`src/rtl/riscv_ctrl_pkg.sv`:
```
// Shared encodings for the RV32I multi-cycle control sequencer:
// opcodes, immediate-select and ALU-select codes, and the FSM state type.
package riscv_ctrl_pkg;

  localparam logic [6:0] OPC_OP     = 7'b0110011;
  localparam logic [6:0] OPC_OP_IMM = 7'b0010011;
  localparam logic [6:0] OPC_LUI    = 7'b0110111;
  localparam logic [6:0] OPC_LOAD   = 7'b0000011;
  localparam logic [6:0] OPC_STORE  = 7'b0100011;
  localparam logic [6:0] OPC_SYSTEM = 7'b1110011;

  localparam logic [2:0] F3_WORD = 3'b010;
  localparam logic [2:0] F3_SR   = 3'b101;

  localparam logic [1:0] IMM_I = 2'b00;
  localparam logic [1:0] IMM_S = 2'b01;
  localparam logic [1:0] IMM_U = 2'b10;

  localparam logic [3:0] ALU_ADD   = 4'b0000;
  localparam logic [3:0] ALU_SUB   = 4'b1000;
  localparam logic [3:0] ALU_SLL   = 4'b0001;
  localparam logic [3:0] ALU_SLT   = 4'b0010;
  localparam logic [3:0] ALU_SLTU  = 4'b0011;
  localparam logic [3:0] ALU_XOR   = 4'b0100;
  localparam logic [3:0] ALU_SRL   = 4'b0101;
  localparam logic [3:0] ALU_SRA   = 4'b1101;
  localparam logic [3:0] ALU_OR    = 4'b0110;
  localparam logic [3:0] ALU_AND   = 4'b0111;
  localparam logic [3:0] ALU_PASSB = 4'b1111;

  typedef enum logic [2:0] {
    S_FETCH  = 3'd0,
    S_DECODE = 3'd1,
    S_EXEC   = 3'd2,
    S_MEM    = 3'd3,
    S_HALT   = 3'd4
  } state_e;

endpackage

```
`src/rtl/riscv_ctrl_decode.sv`:
```
// Combinational instruction decoder: maps an RV32I word to datapath
// control fields and instruction-class flags.
module riscv_ctrl_decode
  import riscv_ctrl_pkg::*;
(
  input  logic [31:0] inst,
  output logic [1:0]  imm_sel,
  output logic        bsel,
  output logic [3:0]  alu_sel,
  output logic        wb_sel,
  output logic        is_load,
  output logic        is_store,
  output logic        writes_rd,
  output logic        is_sys,
  output logic        illegal
);

  logic [6:0] opcode;
  logic [2:0] funct3;
  logic       unused_inst_bits;

  assign opcode           = inst[6:0];
  assign funct3           = inst[14:12];
  assign unused_inst_bits = ^{inst[31], inst[29:15], inst[11:7]};

  always_comb begin
    imm_sel   = IMM_I;
    bsel      = 1'b0;
    alu_sel   = ALU_ADD;
    wb_sel    = 1'b0;
    is_load   = 1'b0;
    is_store  = 1'b0;
    writes_rd = 1'b0;
    is_sys    = 1'b0;
    illegal   = 1'b0;
    case (opcode)
      OPC_OP: begin
        alu_sel   = {inst[30], funct3};
        wb_sel    = 1'b1;
        writes_rd = 1'b1;
      end
      OPC_OP_IMM: begin
        // inst[30] is part of the immediate except for the shift-right pair
        alu_sel   = {(funct3 == F3_SR) ? inst[30] : 1'b0, funct3};
        bsel      = 1'b1;
        wb_sel    = 1'b1;
        writes_rd = 1'b1;
      end
      OPC_LUI: begin
        imm_sel   = IMM_U;
        alu_sel   = ALU_PASSB;
        bsel      = 1'b1;
        wb_sel    = 1'b1;
        writes_rd = 1'b1;
      end
      OPC_LOAD: begin
        if (funct3 == F3_WORD) begin
          bsel      = 1'b1;
          is_load   = 1'b1;
          writes_rd = 1'b1;
        end else begin
          illegal = 1'b1;
        end
      end
      OPC_STORE: begin
        if (funct3 == F3_WORD) begin
          imm_sel  = IMM_S;
          bsel     = 1'b1;
          is_store = 1'b1;
        end else begin
          illegal = 1'b1;
        end
      end
      OPC_SYSTEM: is_sys = 1'b1;
      default:    illegal = 1'b1;
    endcase
  end

endmodule

```
`src/rtl/riscv_ctrl_fsm.sv`:
```
// Multi-cycle RV32I control sequencer: PC, instruction fetch handshake,
// registered decode and per-state write strobes. Optional performance
// counters are enabled by defining RISCV_CTRL_PERF_EN.
module riscv_ctrl_fsm
  import riscv_ctrl_pkg::*;
#(
  parameter logic [31:0] RESET_PC = 32'h0000_0000
) (
  input  logic        clk,
  input  logic        rst,
  input  logic        run,
  input  logic        imem_ack,
  input  logic [31:0] imem_rdata,
  output logic        imem_req,
  output logic [31:0] pc,
  output logic [31:0] inst,
  output logic [1:0]  ImmSel,
  output logic        RegWEn,
  output logic        Bsel,
  output logic [3:0]  ALUSel,
  output logic        MemRW,
  output logic        WBSel,
  output logic        halted,
  output logic        trap,
  output logic [31:0] cycle_cnt,
  output logic [31:0] instret_cnt
);

  state_e      state_q, state_d;
  logic [31:0] pc_q, pc_d, inst_q, inst_d;
  logic        req_q, req_d, fetch_en_q;
  logic [1:0]  imm_sel_q, imm_sel_d;
  logic [3:0]  alu_sel_q, alu_sel_d;
  logic        bsel_q, bsel_d, wb_sel_q, wb_sel_d;
  logic        is_load_q, is_load_d, is_store_q, is_store_d;
  logic        writes_rd_q, writes_rd_d;
  logic        halted_q, halted_d, trap_q, trap_d;

  logic [1:0]  dec_imm_sel;
  logic [3:0]  dec_alu_sel;
  logic        dec_bsel, dec_wb_sel, dec_is_load, dec_is_store;
  logic        dec_writes_rd, dec_is_sys, dec_illegal;

  riscv_ctrl_decode u_decode (
    .inst      (inst_q),
    .imm_sel   (dec_imm_sel),
    .bsel      (dec_bsel),
    .alu_sel   (dec_alu_sel),
    .wb_sel    (dec_wb_sel),
    .is_load   (dec_is_load),
    .is_store  (dec_is_store),
    .writes_rd (dec_writes_rd),
    .is_sys    (dec_is_sys),
    .illegal   (dec_illegal)
  );

  always_ff @(posedge clk or posedge rst) begin
    if (rst) begin
      state_q     <= S_FETCH;
      pc_q        <= RESET_PC;
      inst_q      <= '0;
      req_q       <= 1'b0;
      fetch_en_q  <= 1'b0;
      imm_sel_q   <= IMM_I;
      alu_sel_q   <= ALU_ADD;
      bsel_q      <= 1'b0;
      wb_sel_q    <= 1'b0;
      is_load_q   <= 1'b0;
      is_store_q  <= 1'b0;
      writes_rd_q <= 1'b0;
      halted_q    <= 1'b0;
      trap_q      <= 1'b0;
    end else begin
      state_q     <= state_d;
      pc_q        <= pc_d;
      inst_q      <= inst_d;
      req_q       <= req_d;
      fetch_en_q  <= 1'b1;
      imm_sel_q   <= imm_sel_d;
      alu_sel_q   <= alu_sel_d;
      bsel_q      <= bsel_d;
      wb_sel_q    <= wb_sel_d;
      is_load_q   <= is_load_d;
      is_store_q  <= is_store_d;
      writes_rd_q <= writes_rd_d;
      halted_q    <= halted_d;
      trap_q      <= trap_d;
    end
  end

  // run only opens a request; once raised, req_q keeps it up until the ack.
  // fetch_en_q holds the request off during the reset-release cycle.
  always_comb begin
    state_d     = state_q;
    pc_d        = pc_q;
    inst_d      = inst_q;
    req_d       = 1'b0;
    imm_sel_d   = imm_sel_q;
    alu_sel_d   = alu_sel_q;
    bsel_d      = bsel_q;
    wb_sel_d    = wb_sel_q;
    is_load_d   = is_load_q;
    is_store_d  = is_store_q;
    writes_rd_d = writes_rd_q;
    halted_d    = halted_q;
    trap_d      = trap_q;
    imem_req    = 1'b0;
    RegWEn      = 1'b0;
    MemRW       = 1'b0;
    case (state_q)
      S_FETCH: begin
        imem_req = req_q || (run && fetch_en_q);
        req_d    = imem_req && !imem_ack;
        if (imem_req && imem_ack) begin
          inst_d  = imem_rdata;
          state_d = S_DECODE;
        end
      end
      S_DECODE: begin
        imm_sel_d   = dec_imm_sel;
        alu_sel_d   = dec_alu_sel;
        bsel_d      = dec_bsel;
        wb_sel_d    = dec_wb_sel;
        is_load_d   = dec_is_load;
        is_store_d  = dec_is_store;
        writes_rd_d = dec_writes_rd;
        if (dec_illegal) begin
          state_d  = S_HALT;
          halted_d = 1'b1;
          trap_d   = 1'b1;
        end else if (dec_is_sys) begin
          state_d  = S_HALT;
          halted_d = 1'b1;
        end else begin
          state_d = S_EXEC;
        end
      end
      S_EXEC: begin
        RegWEn = writes_rd_q && !is_load_q;
        MemRW  = is_store_q;
        if (is_load_q) begin
          state_d = S_MEM;
        end else begin
          pc_d    = pc_q + 32'd4;
          state_d = S_FETCH;
        end
      end
      S_MEM: begin
        RegWEn  = 1'b1;
        pc_d    = pc_q + 32'd4;
        state_d = S_FETCH;
      end
      S_HALT:  state_d = S_HALT;
      default: state_d = S_HALT;
    endcase
  end

  assign pc     = pc_q;
  assign inst   = inst_q;
  assign ImmSel = imm_sel_q;
  assign Bsel   = bsel_q;
  assign ALUSel = alu_sel_q;
  assign WBSel  = wb_sel_q;
  assign halted = halted_q;
  assign trap   = trap_q;

`ifdef RISCV_CTRL_PERF_EN
  logic [31:0] cycle_q, instret_q;
  logic        retire;

  assign retire = ((state_q == S_EXEC) && !is_load_q) || (state_q == S_MEM);

  always_ff @(posedge clk or posedge rst) begin
    if (rst) begin
      cycle_q   <= '0;
      instret_q <= '0;
    end else begin
      if (!halted_q) cycle_q <= cycle_q + 32'd1;
      if (retire)    instret_q <= instret_q + 32'd1;
    end
  end

  assign cycle_cnt   = cycle_q;
  assign instret_cnt = instret_q;
`else
  assign cycle_cnt   = '0;
  assign instret_cnt = '0;
`endif

endmodule

```
`config.mk`:
```
export PLATFORM = sky130hd
export DESIGN_NAME = riscv_ctrl_fsm
export DESIGN_NICKNAME = d
export VERILOG_FILES = /design/src/rtl/riscv_ctrl_pkg.sv /design/src/rtl/riscv_ctrl_decode.sv /design/src/rtl/riscv_ctrl_fsm.sv
export SDC_FILE = /design/constraint.sdc
export NUM_CORES = 1
export LEC_CHECK = 0
export BUFFER_PORTS_ARGS = -buffer_cell sky130_fd_sc_hd__buf_2
export CORE_MARGIN = 3
export CORE_UTILIZATION = 48
export DETAILED_ROUTE_END_ITERATION = 10
export GPL_TIMING_DRIVEN = 0
export PLACE_DENSITY = 0.85
export SLEW_MARGIN = 20
export SYNTH_ARGS = -nofsm -noshare
export SYNTH_HDL_FRONTEND = slang
export SYNTH_HIERARCHICAL = 1
export SYNTH_SLANG_ARGS = --single-unit
```
`constraint.sdc`:
```
create_clock -name clk -period 2.5 [get_ports clk]
set_input_delay 0 -clock clk [delete_from_list [all_inputs] [get_ports clk]]
set_output_delay 0 -clock clk [all_outputs]
set_load 0.05 [all_outputs]
```
-- After elaboration in Yosys (flattened, before gate mapping)
Cells that the tools add are included.
- add/subtract/negate cells: 1
- eq/ne operators: 13
- mux-type cells: 26
- reduce and logical (&&, ||, !) cells: 18
- operators with widths (cell ; count):
    32-bit one-hot mux with 2 select lines ; 1
    32-bit by 3-bit adder with 32-bit output, second input constant ; 1
    32-bit 2-to-1 mux ; 1
    7-bit by 6-bit == test with 1-bit output, second input constant ; 3
    1-bit 2-to-1 mux ; 13
    3-bit one-hot mux with 4 select lines ; 1
    4-bit one-hot mux with 3 select lines ; 1
    3-bit by 2-bit == test with 1-bit output, second input constant ; 3
    3-bit 2-to-1 mux ; 3
    1-bit one-hot mux with 2 select lines ; 4
    2-bit AND reduction ; 4
    7-bit by 2-bit == test with 1-bit output, second input constant ; 1
    7-bit by 5-bit == test with 1-bit output, second input constant ; 1
    7-bit == test, second input constant ; 1
    1-bit logical AND ; 4
    2-bit != test, second input constant ; 2
    2-bit one-hot mux with 2 select lines ; 1
    2-bit nonzero test ; 2
    2-bit OR reduction ; 2
    4-bit OR reduction ; 1
    3-bit by 1-bit == test with 1-bit output, second input constant ; 1
    3-bit == test, second input constant ; 1
    3-bit logical NOT ; 1
    3-bit OR reduction ; 1
    other kinds (3) ; 4
- flip-flop bits (word level): 82
- bits of input ports: 36
- word-level logic and storage cells: 72

-- Depth between registers and ports, before layout
- depth after elaboration: 5
- mapped depth: 7

-- By module
The synthesis kept the hierarchy.
- by module, submodules not included (module ; instances ; cells each ; area each (µm²) ; sequential area each (µm²)):
    riscv_ctrl_fsm ; 1 ; 323 ; 3901.2 ; 2001.9
    riscv_ctrl_decode ; 1 ; 34 ; 205.2 ; 0.0

-- Worst setup path after synthesis
No wires, ideal clock.
- path kind: reg-to-reg
- start: register state_q[0]
- end: register inst_q[15] (netlist: inst[15])
- library setup time: 0.125 ns
- data arrival time: 2.407 ns
- required time: 2.375 ns
- slack: -0.032 ns
- stages on the path, launching flop included: 6
- path buffers: 2
- clock period less this slack: 2.532 ns
- path through: dfrtp_1 nor4_2 and2_1 clkbuf_1 buf_4 mux2_2
- longest elaborated chain between the ends: 2
- ends and longest elaborated chain (element ; line ; RTL):
    start, declared ; riscv_ctrl_fsm.sv:29 ; state_e state_q, state_d;
    start signal, assigned ; riscv_ctrl_fsm.sv:74 ; state_q <= state_d;
    3-bit logical NOT ; riscv_ctrl_fsm.sv:110 ; case (state_q)
    2-bit AND reduction (no line) ; - ;
    end signal, assigned ; riscv_ctrl_fsm.sv:76 ; inst_q <= inst_d;
    end, declared ; riscv_ctrl_fsm.sv:30 ; logic [31:0] pc_q, pc_d, inst_q, inst_d;
No other way between the ends.
A chain may end at the register's enable or synchronous reset.

-- Worst setup path after layout
- start: register inst_q[4] (netlist: inst[4])
- end: register halted_q (netlist: halted)
- longest elaborated chain between the ends: 5
- elaborated cells on any way between the ends: 13
- those cells by class: eq/ne (6); mux (3); reduce/logical (4)
- ends and longest elaborated chain (element ; line ; RTL):
    7-bit by 6-bit == test with 1-bit output, or another cell as far along ; riscv_ctrl_decode.sv:36 ; case (opcode)
    4-bit OR reduction (no line) or 2-bit OR reduction (tied branches) ; - ;
    1-bit one-hot mux with 2 select lines * ; riscv_ctrl_decode.sv:36 ;
    net dec_illegal ; riscv_ctrl_fsm.sv:42 ; logic dec_writes_rd, dec_is_sys, dec_illegal;
    2-bit nonzero test (no line) ; - ;
    2-bit AND reduction (no line) ; - ;
    end signal, assigned ; riscv_ctrl_fsm.sv:86 ; halted_q <= halted_d;
    end, declared ; riscv_ctrl_fsm.sv:37 ; logic halted_q, halted_d, trap_q, trap_d;
The timed path passes the listed nets; every way through them passes the cells marked *.

==> flow_summary.ini <==
[status]
status = finished, final reports clean

[power_and_ir_drop]
switching_share_pct = 28.3
p_clk_share_pct = 36.6
p_per_area_mw_per_mm2 = 476
ir_drop_uv = 266
total_power_mw = 2.67
internal_power_mw = 1.92
seqPwrFrac_pct = 48.4
p_comb_share_pct = 15.0
p_leak_nw = 3.14
switching_power_mw = 0.758

[cts]
clk_latency_ps = 340
cts_max_path_buffers = 2
cts.sinks = 80
htreeDepth = 3
cts_root_buf = clkbuf_8
postCtsSetupBuffers = 0
clk_pin_slew_ps = 80
cts_tree = done
cts_made_buffers = 9

[critical_path]
critPathCaptureType = flip-flop
critPathRequiredTime_ps = 2730
reg2reg_from = inst[4]
worstPathCellList = or4b_4, or3_4, o41a_2, o21a_1, or2_2
crit_path_start_kind = flip-flop
worstSetupStartpoint = inst[4]
cp_slowest_stage_delay_ps = 570
slowest_stage = or4b_4
worstSetupPathType = flip-flop to flip-flop
crit_fanout = 8
worst_ep_arrival_time_ps = 2350

[cells_and_area]
regArea_mm2 = 0.00200
final_util_pct = 68.0
final_area_mm2 = 0.00562
mostFrequentLayoutCell = buf_2
layout_common_cells = buf_2, dfrtp_1, buf_4
fin_nets = 615
syn_to_final_growth_pct = 36.8
final_cells = 688
drive_gt1_share_pct = 45.1
antenna_cells = 0
multi_input_area_mm2 = 0.00177
n_fill_cell = 613

[detailed_routing]
vias = 3230
wl_um = 9650
vias_per_cell = 4.69
ant_nets = 0
wl_per_cell_um = 14.0
drt-pass1-iter-count = 4
drtIter0Drc = 120
drcViolationCount = 0

[floorplanning]
start_util_pct = 49.7
dieHeight_um = 98.5
core-area_mm2 = 0.00826
rows = 33
dieArea_mm2 = 0.00970
ios = 177
die_x_um = 98.5

[sta]
finalSetupViolations = 0
slew_headroom_pct = 53.7
period_minus_slack_ps = 2120
hold_ws_ps = 216
tightest_slew_ps = 689
max_freq_ghz = 0.471
fin_skew_ps = 8.68
slew_viol_final = 0
worst_slack_ps = 377
finalHoldViolCount = 0
tns_ps = 0
period_share_pct = 84.9
rsz0062_at_grt = false

[placement]
dpl-instance-area_mm2 = 0.00507
globalplace.congestion = 0.794
portBuffers = 110
place_inst = 638
hpwlAfterDp_um = 6660
place_ws_ps = 384

[grt]
grt_pass1_wl_um = 15500
grt_max_degree = 47
overflow = 0
grt_pass1_vias = 3181
antenna_found_initial = 0
grt_usage_pct = 20.1

[synthesis]
ys.flop_type = dfrtp_1
synth.cell_area_mm2 = 0.00411
avgSynthCellArea_um2 = 11.5
seq_area_frac_synth_pct = 48.8
synth_seq_cells = 80
synth-async-reset-ratio_pct = 100
ys_types = 48
ys_warn_count = 6
syn_inst = 357
synth_edf_count = 0

[worst_hold_path]
holdCritPathClass = input port to flip-flop
hold_start = run

[run]
max_cap_viol_count = 0
path summary, 6_finish.rpt:
check / slack, ps / endpoint / cells past startpoint
worst max-delay path: 380 / halted / 5
worst min-delay path: 220 / req_q / 4
worst max register to register: 380 / halted / 5
worst min register to register: 460 / trap / 1
max in group asynchronous: 1710 / inst[8] / 4
min in group asynchronous: 230 / inst[23] / 3
synthesized netlist by cell type, drive strengths merged, types with 2 or more instances:
cell / number / area [µm²]
dfrtp: 80 / 2000
a21oi: 8 / 40.0
and3: 2 / 12.5
xnor2: 9 / 78.8
and4: 3 / 26.3
o21a: 2 / 15.0
nor4: 13 / 115
nor2: 13 / 48.8
nor2b: 2 / 12.5
xor2: 20 / 175
buf: 72 / 539
and2: 4 / 26.3
mux2: 43 / 484
nand3: 10 / 60.1
nand4: 8 / 77.6
inv: 9 / 33.8
nand2: 20 / 75.1
nor3: 11 / 55.1
clkbuf: 3 / 11.3
or2: 4 / 25.0
nor3b: 2 / 15.0
conb: 2 / 7.51
critical path: cells and delay by family (launching register included):
family             cells  cell delay (ps)
DFF                    1              470
AOI/OAI and AO/OA      2              340
and+or+nand+nor        3             1200
power groups by stage:
stage | Sequential [mW] | Combinational [mW] | Clock (mW)
final | 1.29 | 0.402 | 0.978
after global routing | 1.29 | 0.425 | 1.05
after CTS | 1.29 | 0.397 | 0.991
after detailed placement | 1.32 | 0.356 | 0
after global placement | 1.32 | 0.348 | 0
after floorplan | 1.32 | 0.316 | 0
sequential cells by signal (all words and copies together), names as in the netlist, 2 cells and up:
register	cells
state_q	3
pc	30
ALUSel	4
ImmSel	2
inst	32
cell families (layout without fill, tap and decap cells):
| kind of cell | Yosys count | in the layout | synth area share, % |
|---|---|---|---|
| AOI/OAI and AO/OA | 16 | 16 | 2.50 |
| and+or+nand+nor | 101 | 101 | 15.8 |
| adders and majority gates | 2 | 2 | 0.548 |
| muxes | 43 | 43 | 11.8 |
| buffers and inverters | 84 | 245 | 14.2 |
| other | 2 | 67 | 0.183 |
| xor gates and xnor gates | 29 | 29 | 6.19 |
| DFF | 80 | 80 | 48.8 |
what timing repair did:
action / in CTS / in global routing
resized for setup: 0 / 0
hold buffers: 34 / 0
hold endpoints to repair: 68 / 0
layer usage:
layer / GRT usage [%] / part of all wire, %
met5: 0 / 0
met4: 8.72 / 2.4
met3: 6.72 / 9.5
met2: 35.3 / 52
met1: 22.0 / 36
cell type report:
cell class                      count  area share, %
Buffer                             75           9.80
Clock buffer                       10           2.45
Clock inverter                      6           1.20
Inverter                            9          0.646
Multi-Input combinational cell    258           31.6
Sequential cell                    80           35.6
Tap cell                          105           2.34
Timing Repair Buffer              145           16.4
(Power assumes the default switching activity.)
